<file path="config.mk">
export PLATFORM = sky130hd
export DESIGN_NAME = mem_access_ctrl
export DESIGN_NICKNAME = d
export VERILOG_FILES = /design/src/rtl/mem_access_ctrl_pkg.sv /design/src/rtl/mem_access_ctrl_ext.sv /design/src/rtl/mem_access_ctrl.sv
export SDC_FILE = /design/constraint.sdc
export NUM_CORES = 1
export LEC_CHECK = 0
export ABC_AREA = 1
export CORE_MARGIN = 2
export CORE_UTILIZATION = 50
export DETAILED_ROUTE_END_ITERATION = 8
export DONT_BUFFER_PORTS = 1
export PLACE_DENSITY = 0.74
export REMOVE_ABC_BUFFERS = 1
export SETUP_SLACK_MARGIN = 0.02
export SKIP_LAST_GASP = 1
export SLEW_MARGIN = 10
export SYNTH_ARGS = -nofsm -noshare
export SYNTH_HDL_FRONTEND = slang
export SYNTH_HIERARCHICAL = 1
export SYNTH_SLANG_ARGS = --single-unit
</file>
<file path="constraint.sdc">
create_clock -name clk -period 2.8 [get_ports clk]
set_input_delay 0.7 -clock clk [delete_from_list [all_inputs] [get_ports clk]]
set_output_delay 0.7 -clock clk [all_outputs]
set_load 0.01 [all_outputs]
</file>
<file path="src/rtl/mem_access_ctrl_pkg.sv">
// Shared types for the data-memory access controller.
// Size codes, FSM states and byte-count helper.
package mem_pkg;

    localparam int MEM_DEPTH = 64;

    typedef enum logic [1:0] {
        SZ_BYTE = 2'd0,
        SZ_HALF = 2'd1,
        SZ_WORD = 2'd2,
        SZ_ILL  = 2'd3
    } size_e;

    typedef enum logic [2:0] {
        IDLE,
        WRITE,
        READ,
        DRAIN,
        RESP
    } state_e;

    function automatic logic [2:0] bytes_of(input size_e sz);
        case (sz)
            SZ_HALF: return 3'd2;
            SZ_WORD: return 3'd4;
            default: return 3'd1;
        endcase
    endfunction

endpackage

</file>
<file path="src/rtl/mem_access_ctrl_ext.sv">
// Load result extension: sign/zero-extends the assembled
// little-endian bytes from the top bit of the access size.
module mem_load_ext
    import mem_pkg::*;
#(
    parameter int XLEN = 32
) (
    input  size_e            size,
    input  logic             uns,
    input  logic [XLEN-1:0]  din,
    output logic [XLEN-1:0]  dout
);

    // extend from bit 8N-1
    always_comb begin
        dout = din;
        case (size)
            SZ_BYTE: dout = {{(XLEN-8){~uns & din[7]}}, din[7:0]};
            SZ_HALF: dout = {{(XLEN-16){~uns & din[15]}}, din[15:0]};
            default: dout = din;
        endcase
    end

endmodule

</file>
<file path="src/rtl/mem_access_ctrl.sv">
// Byte-serial load/store initiator for the 64x8 data memory.
// MEM_MISALIGN_EN: allow misaligned half/word accesses (wrapping).
module mem_access_ctrl
    import mem_pkg::*;
#(
    parameter int ADDR_W = 6,
    parameter int XLEN   = 32
) (
    input  logic              clk,
    input  logic              Rst_n,
    input  logic              req_valid,
    output logic              req_ready,
    input  logic              req_we,
    input  logic [1:0]        req_size,
    input  logic              req_unsigned,
    input  logic [ADDR_W-1:0] req_addr,
    input  logic [XLEN-1:0]   req_wdata,
    output logic              resp_valid,
    input  logic              resp_ready,
    output logic [XLEN-1:0]   resp_rdata,
    output logic              resp_err,
    output logic              mem_En,
    output logic              mem_wea,
    output logic [ADDR_W-1:0] mem_addr,
    output logic [7:0]        mem_din,
    input  logic [7:0]        mem_dout
);

    state_e            state_q;
    size_e             sz_q;
    logic              uns_q;
    logic [1:0]        cnt_q;
    logic [1:0]        last_q;
    logic [ADDR_W-1:0] base_q;
    logic [XLEN-1:0]   wdata_q;
    logic [XLEN-1:0]   data_q;
    logic [XLEN-1:0]   asm_c;
    logic [XLEN-1:0]   ext_val;
    logic [1:0]        cnt_nx;
    logic [1:0]        cnt_pv;
    logic              mis;
    logic              bad;
    size_e             sz_in;

    assign sz_in  = size_e'(req_size);
    assign cnt_nx = cnt_q + 2'd1;
    assign cnt_pv = cnt_q - 2'd1;

`ifdef MEM_MISALIGN_EN
    assign mis = 1'b0;
`else
    assign mis = (sz_in == SZ_HALF && req_addr[0]) ||
                 (sz_in == SZ_WORD && req_addr[1:0] != 2'b00);
`endif

    assign bad = mis || (sz_in == SZ_ILL);

    // final byte arrives during DRAIN; merge it before extension
    always_comb begin
        asm_c = data_q;
        asm_c[{last_q, 3'b000} +: 8] = mem_dout;
    end

    mem_load_ext #(.XLEN(XLEN)) u_ext (
        .size (sz_q),
        .uns  (uns_q),
        .din  (asm_c),
        .dout (ext_val)
    );

    // request sequencing FSM with registered outputs
    always_ff @(posedge clk or negedge Rst_n) begin
        if (!Rst_n) begin
            state_q    <= IDLE;
            sz_q       <= SZ_BYTE;
            uns_q      <= 1'b0;
            cnt_q      <= '0;
            last_q     <= '0;
            base_q     <= '0;
            wdata_q    <= '0;
            data_q     <= '0;
            req_ready  <= 1'b0;
            resp_valid <= 1'b0;
            resp_rdata <= '0;
            resp_err   <= 1'b0;
            mem_En     <= 1'b0;
            mem_wea    <= 1'b0;
            mem_addr   <= '0;
            mem_din    <= '0;
        end else begin
            case (state_q)
                IDLE: begin
                    if (req_valid && req_ready) begin
                        req_ready <= 1'b0;
                        sz_q      <= sz_in;
                        uns_q     <= req_unsigned;
                        base_q    <= req_addr;
                        wdata_q   <= req_wdata;
                        cnt_q     <= '0;
                        last_q    <= 2'(bytes_of(sz_in) - 3'd1);
                        data_q    <= '0;
                        if (bad) begin
                            state_q    <= RESP;
                            resp_valid <= 1'b1;
                            resp_err   <= 1'b1;
                            resp_rdata <= '0;
                        end else begin
                            mem_En   <= 1'b1;
                            mem_wea  <= req_we;
                            mem_addr <= req_addr;
                            mem_din  <= req_we ? req_wdata[7:0] : 8'h00;
                            state_q  <= req_we ? WRITE : READ;
                        end
                    end else begin
                        req_ready <= 1'b1;
                    end
                end
                WRITE: begin
                    if (cnt_q == last_q) begin
                        mem_En     <= 1'b0;
                        mem_wea    <= 1'b0;
                        mem_din    <= '0;
                        mem_addr   <= '0;
                        state_q    <= RESP;
                        resp_valid <= 1'b1;
                        resp_err   <= 1'b0;
                        resp_rdata <= '0;
                    end else begin
                        cnt_q    <= cnt_nx;
                        mem_addr <= base_q + ADDR_W'(cnt_nx);
                        mem_din  <= wdata_q[{cnt_nx, 3'b000} +: 8];
                    end
                end
                READ: begin
                    if (cnt_q != 2'd0)
                        data_q[{cnt_pv, 3'b000} +: 8] <= mem_dout;
                    if (cnt_q == last_q) begin
                        mem_En   <= 1'b0;
                        mem_addr <= '0;
                        state_q  <= DRAIN;
                    end else begin
                        cnt_q    <= cnt_nx;
                        mem_addr <= base_q + ADDR_W'(cnt_nx);
                    end
                end
                DRAIN: begin
                    data_q     <= asm_c;
                    state_q    <= RESP;
                    resp_valid <= 1'b1;
                    resp_err   <= 1'b0;
                    resp_rdata <= ext_val;
                end
                RESP: begin
                    if (resp_ready) begin
                        resp_valid <= 1'b0;
                        resp_err   <= 1'b0;
                        resp_rdata <= '0;
                        req_ready  <= 1'b1;
                        state_q    <= IDLE;
                    end
                end
                default: state_q <= IDLE;
            endcase
        end
    end

endmodule

</file>
-- Word-level counts from Yosys, hierarchy flattened
Index checks and enable logic that the tools add are counted.
- register bits: 131
- input port bits: 54
- add/subtract/negate cells: 6
- equality and inequality tests: 18
- shift operators: 5
- mux-type cells: 49
- bitwise gates (word level): 3
- reduce and logical (&&, ||, !) cells: 25
- operators with widths (cell ; number):
    32-bit 2-to-1 mux ; 6
    32-bit case mux with 4 select lines ; 1
    32-bit case mux with 3 select lines ; 1
    32-bit bitwise mux ; 2
    32-bit case mux with 2 select lines ; 1
    8-bit by 7-bit variable shift with 32-bit output, first input constant ; 2
    8-bit by 7-bit variable part select with 32-bit output ; 2
    8-bit 2-to-1 mux ; 4
    32-bit by 6-bit variable part select with 8-bit output ; 1
    6-bit 2-to-1 mux ; 3
    2-bit inequality test, second input constant ; 8
    8-bit case mux with 2 select lines ; 1
    3-bit 2-to-1 mux ; 5
    3-bit case mux with 5 select lines ; 1
    5-bit negation with 7-bit output ; 2
    6-bit case mux with 2 select lines ; 1
    3-bit AND reduction ; 4
    4-bit AND reduction ; 3
    1-bit 2-to-1 mux ; 11
    2-bit 2-to-1 mux ; 5
    2-bit nonzero test ; 5
    1-bit case mux with 4 select lines ; 2
    2-bit case mux with 2 select lines ; 2
    6-bit by 2-bit adder with 6-bit output ; 1
    21 further kinds ; 32

-- Depth between registers and ports, before layout
- word-level depth: 7
- gate-level depth with buffers: 15

-- Hierarchy
Netlist, hierarchy kept.
- modules (own cells, without submodules) (module ; instances ; cells each ; area each (um2) ; seq. area each (um2)):
    mem_access_ctrl ; 1 ; 1010 ; 7337.0 ; 3278.1
    mem_load_ext ; 1 ; 70 ; 370.4 ; 0.0

-- Least setup slack after synthesis
No wires, ideal clock.
- kind: reg2reg
- start: register last_q[0]
- end: register resp_rdata[20]
- data arrival time: 2.297 ns
- data required time: 2.734 ns
- path slack: 0.437 ns
- stages on the path, launching flop included: 16
- buffers on the path: 4
- clock period less this slack: 2.363 ns
- path through: dfrtp_1 -> buf_2 -> buf_2 -> inv_1 -> ha_1 -> clkbuf_1 -> nor2_2 -> nand2_1 -> o21ai_0 -> inv_1 -> nor2_1 -> nand2_2 -> buf_6 -> nand3_1 -> nand2_1 -> nand2_1
- word-level cells in the longest chain between the ends: 6
- ends and longest elaborated chain (item ; RTL line ; text):
    from (decl) ; mem_access_ctrl.sv:33 ; logic [1:0] last_q;
    from (signal assigned) ; mem_access_ctrl.sv:100 ; last_q <= 2'(bytes_of(sz_in) - 3'd1);
    5-bit negation with 7-bit output (*) ; mem_access_ctrl.sv:61 ; asm_c[{last_q, 3'b000} +: 8] = mem_dout;
    8-bit by 7-bit variable part select with 32-bit output / 8-bit by 7-bit variable shift with 32-bit output (equally long branches) ; mem_access_ctrl.sv:61 ;
    32-bit bitwise mux (*) ; mem_access_ctrl.sv:61 ;
    named net asm_c[15] ; mem_access_ctrl.sv:37 ; logic [XLEN-1:0] asm_c;
    1-bit AND (*) ; mem_access_ctrl_ext.sv:19 ; SZ_HALF: dout = {{(XLEN-16){~uns & din[15]}}, din[15:0]};
    32-bit case mux with 2 select lines (*) ; mem_access_ctrl_ext.sv:17 ; case (size)
    named net ext_val[20] ; mem_access_ctrl.sv:38 ; logic [XLEN-1:0] ext_val;
    32-bit case mux with 4 select lines (*) ; mem_access_ctrl.sv:91 ; case (state_q)
    to (signal assigned) ; mem_access_ctrl.sv:151 ; resp_rdata <= ext_val;
    to (decl) ; mem_access_ctrl.sv:20 ; output logic [XLEN-1:0] resp_rdata,
Mark *: on every way through the listed nets, which the timed path passes. The rest lies on a longest branch.
A chain may end at the register's enable or synchronous reset.

-- Final worst setup path
- start: register last_q[1]
- end: register resp_rdata[25]
- word-level cells in the longest chain between the ends: 6
- ends and longest elaborated chain (item ; RTL line ; text):
    5-bit negation with 7-bit output (*) ; mem_access_ctrl.sv:61 ;
    8-bit by 7-bit variable part select with 32-bit output / 8-bit by 7-bit variable shift with 32-bit output (equally long branches) ; mem_access_ctrl.sv:61 ;
    32-bit bitwise mux (*) ; mem_access_ctrl.sv:61 ;
    named net asm_c[7] ; mem_access_ctrl.sv:37 ;
    1-bit AND (*) ; mem_access_ctrl_ext.sv:18 ; SZ_BYTE: dout = {{(XLEN-8){~uns & din[7]}}, din[7:0]};
    32-bit case mux with 2 select lines (*) ; mem_access_ctrl_ext.sv:17 ;
    named net ext_val[25] ; mem_access_ctrl.sv:38 ;
    32-bit case mux with 4 select lines (*) ; mem_access_ctrl.sv:91 ;
Marks and branches as above.

==> impl_metrics.py <==
metrics = {
    "pwr": {
        "peakVddDrop_uv": 623,
        "p_per_area_nw_per_um2": 1030,
        "leakage_nw": 4.52,
    },
    "timing": {
        "fmax_mhz": 417,
        "setup_slack_ns": 0.403,
        "rsz0062_at_grt": "false",
        "setup_viol_count_final": 0,
        "relSlewSlack_pct": 53.9,
        "fin_tns_setup_ns": 0,
        "finalClockSkew_ns": 0.00607,
        "worst_pin_slew_ns": 0.692,
        "fin_crit_sh_pct": 85.6,
        "fin_crit_ns": 2.40,
        "finalMaxSlewViolations": 0,
        "whs_ns": -0.0254,
        "hold_viol": 71,
    },
    "drt": {
        "drt-initial-drc-count": 500,
        "drc": 0,
        "antenna_left": 0,
        "drt_wl_total_um": 19300,
        "vias": 6745,
        "dr.pass1.iters": 5,
        "wl_per_cell_um": 15.3,
        "via_per_inst": 5.34,
    },
    "floorplanning": {
        "coreArea_um2": 15100,
        "ios": 105,
        "die_height_um": 128,
        "rows": 45,
        "dieArea_um2": 16400,
        "start_util_pct": 50.9,
        "die_w_um": 128,
    },
    "finish": {
        "antenna_cells": 0,
        "syn2layout_area_growth_pct": 8.00,
        "final_nets": 1132,
        "nFillCells": 1448,
        "final_cell_mix": "nand2_1 (553), dfrtp_1 (131), inv_1 (69)",
        "post-route-util_pct": 55.0,
        "final_common_cell": "nand2_1",
        "multi_input_area_um2": 3810,
        "layout-drive-gt1-share_pct": 9.30,
        "regArea_um2": 3280,
    },
    "worst_setup_path": {
        "reg2reg_depth": 12,
        "slowest_stage": "dfrtp_1",
        "r2r_slack_ns": 0.40,
        "r2r-start": "last_q[1]",
        "worstPathRequired_ns": 3.15,
        "setup.worst_path.start_class": "flop",
        "worstSetupPathType": "flop to flop",
        "worstReg2RegEnd": "resp_rdata[25]",
        "worstPathCellList": "inv_1 > ha_1 > nor2_1 > buf_4 > nand4_1 > o21ai_0 > inv_1 > nor2_1 > nand2_2 > nand3_1 > nand2_1 > nand2_1",
        "critPathCaptureType": "flop",
        "path_max_fanout": 24,
        "worstPathArrival_ns": 2.75,
        "slowest_delay_ns": 0.43,
    },
    "global_routing": {
        "grt_pass1_wl_um": 31900,
        "grt_pass1_vias": 6378,
        "grt_max_degree": 132,
        "grt.overflow.total": 0,
        "grt_antenna_before_repair": 0,
        "grt_usage_pct": 24.5,
    },
    "place": {
        "post-dp-hpwl_um": 13100,
        "dpl_worst_slack_ns": 0.469,
        "routabilityCongestion": 0.934,
        "io_buffers": 0,
    },
    "cts": {
        "clk_pin_slew_ns": 0.06,
        "numCtsBuffers": 17,
        "cts_max_path_buffers": 2,
        "cts_root_buffer": "clkbuf_16",
        "cts.sinks": 131,
        "tritoncts": "done",
        "htreeDepth": 4,
        "cts_resized": 0,
        "cts_setup_buffers": 0,
        "insertion_delay_ns": 0.42,
    },
    "logic_synthesis": {
        "avgSynthCellArea_um2": 7.14,
        "synthCells": 1080,
        "ys_seq_area_share_pct": 42.5,
        "yosysWarnings": 6,
        "ys_types": 31,
        "synth_seq_cells": 131,
        "synth_area_um2": 7710,
    },
    "status": {
        "status": "finished with violations",
        "violations": "hold timing",
    },
    "flow_run": {
        "cap_violations": 0,
    },
    "hold_path": {
        "hp-class": "input port to asynchronous set/reset pin",
    },
}
[kinds of logic after synthesis]
group / after synthesis / share of synthesized area, %
AND/OR/NAND/NOR: 668 / 34.8
buffers and inverters: 133 / 8.23
flip-flops: 131 / 42.5
AO/OA/AOI/OAI: 95 / 6.41
multiplexers: 35 / 5.11
adder cells (fa/ha/maj): 16 / 2.69
XOR/XNOR: 2 / 0.227
[worst max-delay path, delay by kind of cell (launching register included)]
family / cells / cell delay, ns
flip-flops: 1 / 0.43
buffers and inverters: 3 / 0.42
AND/OR/NAND/NOR: 7 / 0.99
AO/OA/AOI/OAI: 1 / 0.18
adder cells (fa/ha/maj): 1 / 0.29
[Yosys cell counts]
cell | n | area, µm²
fa_1 | 1 | 20.0
nor3_2 | 1 | 10.0
dfrtp_1 | 131 | 3280
buf_4 | 11 | 82.6
nor3_1 | 1 | 5.00
a21oi_1 | 17 | 85.1
mux2_1 | 4 | 45.0
o21ai_1 | 4 | 20.0
nand3_4 | 1 | 17.5
nand3b_1 | 1 | 7.51
nor2_2 | 3 | 18.8
inv_2 | 7 | 26.3
nand2_1 | 553 | 2080
inv_1 | 69 | 259
nand4_1 | 13 | 81.3
clkinv_1 | 3 | 11.3
nand3_1 | 54 | 270
nand2_2 | 4 | 25.0
xor2_1 | 1 | 8.76
buf_6 | 10 | 113
o21ai_0 | 60 | 300
nand3_2 | 5 | 50.1
o22ai_1 | 13 | 81.3
mux2_2 | 31 | 349
clkbuf_1 | 16 | 60.1
buf_1 | 2 | 7.51
o211ai_1 | 1 | 7.51
xnor2_1 | 1 | 8.76
buf_2 | 15 | 75.1
nor2_1 | 32 | 120
ha_1 | 15 | 188
[cell type report]
type	instances	share of cell area [%]
Clock inverter	13	1.62
Multi-Input combinational cell	816	45.7
Tap cell	188	2.83
Inverter	79	3.56
Timing Repair Buffer	17	1.68
Sequential cell	131	39.4
Clock buffer	19	5.20
[worst max path at each step]
stage | from | endpoint | slack (ns)
after CTS | last_q[1] | resp_rdata[25] | 0.41
after global placement | last_q[1] | resp_rdata[20] | 0.58
after detailed placement | last_q[1] | resp_rdata[25] | 0.47
final | last_q[1] | resp_rdata[25] | 0.40
after global routing | last_q[1] | resp_rdata[23] | 0.20
after floorplan | state_q[1] | data_q[16] | -1.36
[per-stage QoR]
step                      instances  power [mW]  area (µm²)
after CTS                      1263        8.58        8320
after global routing           1263        9.21        8320
after floorplan                1026        5.22        7370
after detailed placement       1231        6.39        7760
final                          1263        8.54        8320
after global placement         1231        6.29        7760
[sequential cells by signal, indices dropped and copies added (netlist names), 2 cells and up]
name and cells:
wdata_q 32, last_q 2, base_q 6, cnt_q 2
sz_q 2, data_q 32, mem_addr 6, mem_din 8
resp_rdata 32, state_q 3
[power by group]
part           internal [mW]  total [mW]  switching [mW]  leakage (nW)
registers               2.40        2.83           0.431          1.70
logic                   1.17        3.55            2.38          2.54
clock network           1.31        2.16           0.850         0.277
[per-layer routing]
layer / vias to the layer above / GRT usage [%] / part of all wire, % / wire [µm]
met5: - / 0 / 0 / 0
met4: 0 / 6.21 / 1.3 / 246
met3: 23 / 8.06 / 9.5 / 1830
met2: 247 / 39.9 / 47 / 9130
met1: 3126 / 31.7 / 42 / 8100
li1: 3349 / - / - / -
Power figures use the tool's default switching activity.
